<file path="config.mk">
export PLATFORM = sky130hd
export DESIGN_NAME = decod
export DESIGN_NICKNAME = d
export VERILOG_FILES = /design/src/rtl/decod.sv
export SDC_FILE = /design/constraint.sdc
export NUM_CORES = 1
export LEC_CHECK = 0
export CAP_MARGIN = 20
export CORE_AREA = 2 2 39 41
export CTS_CLUSTER_DIAMETER = 60
export DETAILED_ROUTE_END_ITERATION = 8
export DIE_AREA = 0 0 41 43
export GPL_ROUTABILITY_DRIVEN = 0
export PLACE_DENSITY = 0.4
export REMOVE_ABC_BUFFERS = 1
export SLEW_MARGIN = 0
export SYNTH_ARGS = -nofsm -noshare
export SYNTH_HDL_FRONTEND = slang
export SYNTH_SLANG_ARGS = --single-unit
</file>
<file path="constraint.sdc">
create_clock -name clk -period 0.8 [get_ports clk]
set_input_delay 0.16 -clock clk [delete_from_list [all_inputs] [get_ports clk]]
set_output_delay 0.16 -clock clk [all_outputs]
set_load 0.02 [all_outputs]
</file>
<file path="src/rtl/decod.sv">
// Registered state-index to one-hot LED decoder with out-of-range flag and change strobe.
// Optional blink window on state changes is built when DECOD_BLINK_EN is defined.
module decod #(
    parameter int unsigned N_LEDS       = 4,
    parameter int unsigned STATE_W      = 2,
    parameter int unsigned ACTIVE_LOW   = 0,
    parameter int unsigned BLINK_DIV    = 8,
    parameter int unsigned BLINK_CYCLES = 64
) (
    input  logic               clk,
    input  logic               rst_n,
    input  logic [STATE_W-1:0] state,
    output logic [N_LEDS-1:0]  led_indicator,
    output logic               state_changed,
    output logic               invalid
);

    localparam int unsigned CMP_W = STATE_W + 1;
    localparam logic [CMP_W-1:0] N_LEDS_C = CMP_W'(N_LEDS);
    localparam logic [N_LEDS-1:0] LED_OFF = {N_LEDS{ACTIVE_LOW != 0}};

    // Elaboration-time parameter sanity checks
    if (N_LEDS < 2 || N_LEDS > 64) begin : g_bad_n_leds
        $error("decod: N_LEDS must be in 2..64");
    end
    if ((64'd1 << STATE_W) < 64'(N_LEDS)) begin : g_bad_state_w
        $error("decod: STATE_W too narrow for N_LEDS");
    end
    if (BLINK_DIV < 1) begin : g_bad_blink_div
        $error("decod: BLINK_DIV must be >= 1");
    end
    if (BLINK_CYCLES > 32'h7fff_ffff) begin : g_bad_blink_cycles
        $error("decod: BLINK_CYCLES out of range");
    end

    logic [STATE_W-1:0] state_q, state_d;
    logic [N_LEDS-1:0]  led_q, led_d;
    logic               changed_q, changed_d;
    logic               invalid_q, invalid_d;
    logic [N_LEDS-1:0]  onehot;
    logic [N_LEDS-1:0]  lit;

    always_comb begin
        onehot = '0;
        for (int i = 0; i < int'(N_LEDS); i++) begin
            onehot[i] = (state == STATE_W'(i));
        end
    end

    always_comb begin
        state_d   = state;
        changed_d = (state != state_q);
        invalid_d = ({1'b0, state} >= N_LEDS_C);
    end

`ifdef DECOD_BLINK_EN
    localparam int unsigned DIV_W = $clog2(BLINK_DIV + 1);
    localparam int unsigned WIN_W = (BLINK_CYCLES < 1) ? 1 : $clog2(BLINK_CYCLES + 1);

    logic [WIN_W-1:0] win_q, win_d;
    logic [DIV_W-1:0] div_q, div_d;
    logic             phase_q, phase_d;

    // win_q counts remaining window cycles after the one being displayed; phase starts lit
    always_comb begin
        win_d   = win_q;
        div_d   = div_q;
        phase_d = phase_q;
        if (changed_d && (BLINK_CYCLES > 0)) begin
            win_d   = WIN_W'(BLINK_CYCLES - 1);
            div_d   = DIV_W'(BLINK_DIV - 1);
            phase_d = 1'b1;
        end else if (win_q != '0) begin
            win_d = win_q - WIN_W'(1);
            if (div_q == '0) begin
                div_d   = DIV_W'(BLINK_DIV - 1);
                phase_d = ~phase_q;
            end else begin
                div_d = div_q - DIV_W'(1);
            end
        end else begin
            phase_d = 1'b1;
        end
        lit = onehot & {N_LEDS{phase_d}};
    end

    always_ff @(posedge clk or negedge rst_n) begin
        if (!rst_n) begin
            win_q   <= '0;
            div_q   <= '0;
            phase_q <= 1'b1;
        end else begin
            win_q   <= win_d;
            div_q   <= div_d;
            phase_q <= phase_d;
        end
    end
`else
    always_comb begin
        lit = onehot;
    end
`endif

    always_comb begin
        led_d = (ACTIVE_LOW != 0) ? ~lit : lit;
    end

    always_ff @(posedge clk or negedge rst_n) begin
        if (!rst_n) begin
            state_q   <= '0;
            led_q     <= LED_OFF;
            changed_q <= 1'b0;
            invalid_q <= 1'b0;
        end else begin
            state_q   <= state_d;
            led_q     <= led_d;
            changed_q <= changed_d;
            invalid_q <= invalid_d;
        end
    end

    assign led_indicator = led_q;
    assign state_changed = changed_q;
    assign invalid       = invalid_q;

endmodule

</file>
==> run metrics <==
DR vias/cell=between 3 and 4; Reg clk slew, reported paths=0.05 ns; syn avg cell area=14.8 um2; GRT overflow=0; Crit path max-delay family=flip-flops; RSZ-0062 raised after global routing=yes; Seq cells post-synth=7; Final setup viols=5; Yosys top cell by area=dfrtp_1; root buf cell=clkbuf_4; number of global-route vias before repair=between 100 and 150; CTS tree=done; Port Buffers=8; Clock Power Share=0.397; Initial DRC Count=0; global-route wire length before repair=558 um; overall routing resource usage=0.0588; routed length per instance=roughly 8.4 um; max-slew violations=0; Syn. warnings=0; clk_lat worst skew=~0.25 ns; Req. time, crit path=0.64 ns; maximum VDD drop=0.000639 V; final core occ=0.259; CP Cell Sequence=buf_6; CTS Hold Bufs=0; internal power=617 uW; die area=~1800 um2; layout cells sized above 1=0.407; Sw Pwr=approximately 190 uW; Logic pwr share=0.126; switching share of power=0.233; WP buf/inv=1; CTS buffer count=3; largest net degree at the start of global routing=8; worst-path fanout max=1; clock sink count=7; failing checks=setup timing; clk_skew=around 0.00022 ns; Final Hold Viols=0; Slowest cell on crit path=dfrtp_1; io pins=10; CTS Buffer Depth=2; total wire length=360 um; DIE WIDTH=41 um; sequential area share after synthesis=0.741; min Tclk post-route=0.905 ns; Final period util=1.13; PD cells=2240 nW/um2; n_diodes=0; P_leak=0.000170 uW; status=finished with violations; row count=14; worst min path class=in -> async; routed vias=134; Post-Syn Area=236 um2; initial antenna violation count=0; DRC=0; crit path launch type=flip-flop; final setup margin=-0.105 ns; core area=1380 um2; max-capacitance violation count=0; Die Ht=43 um; synthesis-to-layout area growth=51.9%; crit path DAT=around 0.74 ns; Detail Route Antenna Nets=0; top post-synthesis cells by area=dfrtp_1, and2b_2, xnor2_1; Yosys top cell area share=0.741; fmax=1110 MHz; initial core utilization=0.171; sequential share of power=0.476; worst slack, placed=-0.296 ns; layout net count=32; Unique masters post-synth=8; H-tree depth=1; First-pass DRT Iterations=1; post-CTS setup repair buffer count=0; Setup crit end kind=output pin; cells after synthesis=16; Slowest Stage Delay on Critical Path=approximately 0.37 ns; WS Path Type=reg -> out
## final timing paths
| kind | from | to | slack [ns] | cells after the start |
|---|---|---|---|---|
| max | led_indicator[1] | led_indicator[1] | -0.10 | 1 |
| min | rst_n | led_indicator[3] | 0.17 | 1 |
| max reg2reg | state_q[0] | state_changed | 0.13 | 2 |
| min reg2reg | state_q[1] | state_changed | 0.47 | 2 |
| max in group asynchronous | rst_n | led_indicator[2] | 0.39 | 1 |
| min in group clk | state[0] | state_q[0] | 0.27 | 1 |
## power by group through the flow
stage,registers (uW),clock network [uW],logic (uW)
after floorplan,408,0,22.9
after global placement,386,0,102
after detailed placement,387,0,103
after CTS,384,339,103
after global routing,384,367,111
final,384,320,102
## logic make-up (layout without fill, tap and decap cells)
logic type,count (synthesis),count (layout),share of synthesized area
flip-flops,7,7,0.741
AND/OR/NAND/NOR,5,5,0.138
XOR/XNOR,2,2,0.0741
other,1,1,0.0159
buffers and inverters,1,12,0.0318
## synth_stat cells (all sizes together)
cell type	number
conb	1
buf	1
nor2	1
dfrtp	7
nand2	1
and2b	2
and2	1
xnor2	2
## final cells by class
class / instances / area (um2)
Clock buffer: 4 / 26.3
Fill cell: 148 / 1020
Multi-Input combinational cell: 8 / 53.8
Sequential cell: 7 / 175
Tap cell: 16 / 20.0
Timing Repair Buffer: 8 / 83.8
## registers in the layout, summed over array words and instances, names as in the netlist
name           flops
led_indicator      4
state_q            2
state_changed      1
## cell usage in the layout, fill, tap and decap left out
master,instances
clkdlybuf4s50_1,1
clkbuf_4,3
and2_2,1
clkbuf_1,1
buf_6,5
xnor2_1,2
dlygate4sd2_1,2
nor2_1,1
dfrtp_1,7
nand2_1,1
conb_1,1
and2b_2,2
## through the flow
stage | total power (uW) | instances | hold slack (ns) | setup TNS, ns | area (um2)
after floorplan | 431 | 15 | -0.136 | 0 | 229
after global placement | 488 | 39 | 0.431 | -2.47 | 329
after detailed placement | 490 | 39 | 0.438 | -2.53 | 329
after CTS | 826 | 43 | 0.168 | -0.583 | 359
after global routing | 862 | 43 | 0.180 | -0.659 | 359
final | 805 | 43 | 0.173 | -0.512 | 359
## layer usage
metal,vias up,global-route usage,part of all wire
li1,66,-,-
met1,61,0.0664,0.39
met2,7,0.0531,0.49
met3,0,0.0471,0.12
met4,0,0.0800,0
met5,-,0,0
## timing repair
action,4_1_cts,5_1_grt
gates resized for setup,32,0
endpoints found under the setup margin,7,5
cloned,0,0
No activity file was read; power rests on OpenSTA's default activity.
==> RTL change 1, RTL diff (same settings) <==
`STATE_W`: 2 -> 4.
--- a/src/rtl/decod.sv
+++ b/src/rtl/decod.sv
@@ -4,3 +4,3 @@
     parameter int unsigned N_LEDS       = 4,
-    parameter int unsigned STATE_W      = 2,
+    parameter int unsigned STATE_W      = 4,
     parameter int unsigned ACTIVE_LOW   = 0,
Ports: changed (resized state); port bits go from 10 to 12. No check against the original RTL was run, so the function may have changed too.
==> RTL change 1 against the original RTL <==
  * The run still ends with setup timing left
  * Final area rose by 49%
  * Wire length up 70%
  * Setup slack worse by 16 ps
  * Power is 22% higher
  * Combinational power rose by 25%
  * Synthesized area is 45% higher
  * Clock skew about the same
  * Sequential cell count up 3
==> RTL change 1: results (changes against the original RTL) <==
- Status: complete, but fails checks
- Failing checks: setup timing
- Nets: 45 (+41%)
- Top Metal Used: met3
- WL met1: 268 microns (+91%)
- R2R setup slack: 30 ps (-100 ps)
- Final Setup Violations: 6 (+1)
- Post-synth top cells: 10 x dfrtp_1, 4 x xnor2_1, 2 x nor3b_2
- Met2 WL: 310 microns (+77%)
- Post-CTS Setup Bufs: 0 (unchanged)
- Vias: 217 (+62%)
- Arr. time, crit path: 760 ps (+20 ps)
- First-pass DRT Iterations: 1 (unchanged)
- Vias in the first global route: 245 (+71%)
- Clock Skews: 0.537 ps (+0.314 ps)
- Final cell count without fillers: 53 (+23%)
- Post-DP HPWL: 441 microns
- Leak: 0.000247 uW (+46%)
- First-pass GRT wire length: 1040 microns (+85%)
- Main area contributors after synthesis: dfrtp_1 73%, xnor2_1 10%, nor3b_2 7.3%
- Share of cells above drive strength 1: 48.6% (+7.9 points)
- Worst Hold Slack: 200 ps (+27.6 ps)
- Met3 WL: 32 microns (-26%)
- Placed Area: 495 sq um (+51%)
- IO Port Bufs: 11 (+3)
- Cells after DPL: 50 (+28%)
- Peak VDD IR: 0.000734 V (+15%)
- Worst setup margin: -121 ps (-15.9 ps)
- Pin count of the biggest net entering global routing: 11 (+3)
- Post-Synthesis Cells: 20 (+4)
- Sum of negative setup slack: -672 ps (-159 ps)
- Synth cell types: 7 (-1)
- Post-synthesis mux area share: 0% (unchanged)
- DRT Wirelength: 611 microns (+70%)
- Synth Area in XOR/XNOR: 10.2% (+2.8 points)
- Setup WS pre-CTS: -403 ps (-107 ps)
- Seq/Total Area, Yosys: 73.0% (-1.1 points)
- Root Driver: clkbuf_4
- Gr usage total: 9.27% (+3.4 points)
-- RTL change 1: cell types whose count changed after synthesis, sizes merged, moves of 2 or more --
| cell | unedited run | this run |
|---|---|---|
| dfrtp | 7 | 10 |
| and2b | 2 | 0 |
| nor3b | 0 | 2 |
| xnor2 | 2 | 4 |
-- RTL change 1: layout make-up --
cell class / count / area (sq um)
multi-input combinational: 10 / 105
sequential: 10 / 250
fill: 130 / 847
tap: 16 / 20.0
clock buffer: 3 / 22.5
timing repair buffer: 14 / 139
-- RTL change 1: path summary, 6_finish.rpt --
path | start | end | cells past startpoint
min in group clk | state[2] | state_q[2]$_DFF_PN0_ | 1
hold / removal | rst_n | invalid$_DFF_PN0_ | 2
hold reg to reg | state_q[1]$_DFF_PN0_ | state_changed$_DFF_PN0_ | 2
setup / recovery | led_indicator[1]$_DFF_PN0_ | led_indicator[1] | 1
setup reg to reg | state_q[0]$_DFF_PN0_ | state_changed$_DFF_PN0_ | 2
max in group asynchronous | rst_n | state_changed$_DFF_PN0_ | 2
-- RTL change 1: per-layer routing --
| layer | track usage [%] | up-vias |
|---|---|---|
| li1 | - | 103 |
| met1 | 11.8 | 108 |
| met2 | 11.9 | 6 |
| met3 | 4.71 | 0 |
| met4 | 6.00 | 0 |
| met5 | 0 | - |
-- RTL change 1: cell families (layout without fill, tap and decap cells) --
logic type                after synthesis  count (layout)
xor gates and xnor gates                4               4
and+or+nand+nor                         6               6
buffers and inverters                   0              17
DFF                                    10              10
-- RTL change 1: what timing repair did --
item	CTS	global route
gates resized for setup	39	3
pin swaps	0	2
hold endpoints to repair	0	0
endpoints found under the setup margin	11	9
hold buffers	0	0
-- RTL change 1: power by group --
group          switching, uW  leakage (uW)  internal, uW  total, uW
Combinational           57.6      0.000112          70.2        128
Clock                    146     0.0000138           172        318
Sequential              9.88      0.000121           526        536
==> RTL change 2, RTL diff (same settings) <==
Made on the original files. Register the input `state` before use. The logic sees it one clock later. Comments in the files are not updated.
--- a/src/rtl/decod.sv
+++ b/src/rtl/decod.sv
@@ -20,2 +20,8 @@
     localparam logic [N_LEDS-1:0] LED_OFF = {N_LEDS{ACTIVE_LOW != 0}};
+
+    logic [STATE_W-1:0] state_r;
+
+    always_ff @(posedge clk) begin
+        state_r <= state;
+    end
 
@@ -45,3 +51,3 @@
         for (int i = 0; i < int'(N_LEDS); i++) begin
-            onehot[i] = (state == STATE_W'(i));
+            onehot[i] = (state_r == STATE_W'(i));
         end
@@ -50,5 +56,5 @@
     always_comb begin
-        state_d   = state;
-        changed_d = (state != state_q);
-        invalid_d = ({1'b0, state} >= N_LEDS_C);
+        state_d   = state_r;
+        changed_d = (state_r != state_q);
+        invalid_d = ({1'b0, state_r} >= N_LEDS_C);
     end
Check against the original RTL: not equivalent (a bounded check fails within 4 cycles, from zero or initial values and one cycle with rst_n low).
==> RTL change 2 against the original RTL <==
  * The flow still finishes with violations (setup timing)
  * Sequential cell count is 2 higher
  * Synthesized cell count is 13% higher
  * Power is 16% higher
  * Synthesized area is 17% higher
  * Final area is 13% higher
  * Utilization is 3.3 points higher
  * Setup slack worse by 11 ps
  * Wire length is 4.4% higher
  * Critical path type unchanged
  * Largest power group unchanged
  * Highest routed layer is now met4
==> RTL change 2: results (changes against the original RTL) <==
- Initial DRC Count: 3 (+3)
- Gr usage total: 6.79% (+0.91 points)
- Reg2reg end: led_indicator[2]$_DFF_PN0_
- Arr. time, crit path: 760 ps (+20 ps)
- Failing checks: setup timing
- Cells after DPL: 41 (+5.1%)
- Main area contributors after synthesis: dfrtp_1 63%, dfxtp_1 14%, and2b_2 6.3%
- Peak VDD IR: 0.000677 V (+6.0%)
- Sw Ratio: 21.9% (-1.4 points)
- R2R setup slack: 100 ps (-30 ps)
- First-pass GRT wire length: 703 microns (+26%)
- Vias in the first global route: 162 (+13%)
- Final cell count without fillers: 45 (+4.7%)
- GR Util met3: 3.66% (-1.0 points)
- Met2 WL: 183 microns (+4.6%)
- Clock transition at path regs: 60 ps
- Final Setup Violations: 5 (unchanged)
- Sum of negative setup slack: -553 ps (-40.8 ps)
- Post-Synthesis Cells: 18 (+2)
- Leak: 0.000184 uW (+8.4%)
- Nets: 34 (+6.3%)
- M1 GR Usage: 7.62% (+0.97 points)
- Reg2Reg Depth: 1 (-1)
- Share of cells above drive strength 1: 44.8% (+4.1 points)
- RR Startpoint: state_d[0]$_DFF_P_
- Met3 WL: 38 microns (-12%)
- Setup WS pre-CTS: -272 ps (+23.3 ps)
- DR WL/cell: 8.36 microns (-0.20%)
- Vias per cell: 3.22 (+3.4%)
- M2 GR Usage: 6.88% (+1.6 points)
- Worst setup margin: -116 ps (-11.1 ps)
- Status: complete, but fails checks
- Post-synth top cells: 7 x dfrtp_1, 2 x and2b_2, 2 x dfxtp_1, 2 x xnor2_1
- CTS H-tree depth: 1 (unchanged)
- Fin util: 29.2% (+3.3 points)
- Layout fillers: 154 (+4.1%)
- Seq/Total Area, Yosys: 77.8% (+3.8 points)
- WL met1: 145 microns (+3.6%)
- CP top delay family: flip-flops
- First-pass DRT Iterations: 2 (+1)
-- RTL change 2: cell count changes after synthesis --
cell and change:
dfxtp_1 +2
-- RTL change 2: logic make-up (layout without fill, tap and decap cells) --
| logic type | after synthesis | after routing | synth area share, % |
|---|---|---|---|
| buffers and inverters | 1 | 12 | 2.72 |
| XOR/XNOR | 2 | 2 | 6.34 |
| AND/OR/NAND/NOR | 5 | 5 | 11.8 |
| other | 1 | 1 | 1.36 |
| flip-flops | 9 | 9 | 77.8 |
-- RTL change 2: worst max path at each step --
| stage | slack [ps] | from | cells after the start | end |
|---|---|---|---|---|
| after floorplan | 100 | state_d[0]$_DFF_P_ | 1 | led_indicator[2]$_DFF_PN0_ |
| after global placement | -270 | led_indicator[1]$_DFF_PN0_ | 1 | led_indicator[1] |
| after detailed placement | -270 | led_indicator[2]$_DFF_PN0_ | 1 | led_indicator[2] |
| after CTS | -140 | led_indicator[2]$_DFF_PN0_ | 1 | led_indicator[2] |
| after global routing | -160 | led_indicator[2]$_DFF_PN0_ | 1 | led_indicator[2] |
| final | -120 | led_indicator[2]$_DFF_PN0_ | 1 | led_indicator[2] |
-- RTL change 2: area by class of cell --
| type | count | area share, % |
|---|---|---|
| clock buffer | 4 | 6.50 |
| multi-input combinational | 8 | 13.3 |
| sequential | 9 | 53.9 |
| tap | 16 | 4.95 |
| timing repair buffer | 8 | 21.4 |
-- RTL change 2: power by group through the flow --
stage          logic [uW]  registers [uW]  clock network, uW
2_1_floorplan        22.5             521                  0
3_3_place_gp         96.2             502                  0
3_5_place_dp         95.8             503                  0
4_1_cts              99.1             497                357
5_1_grt               107             501                386
6_report             97.2             497                338
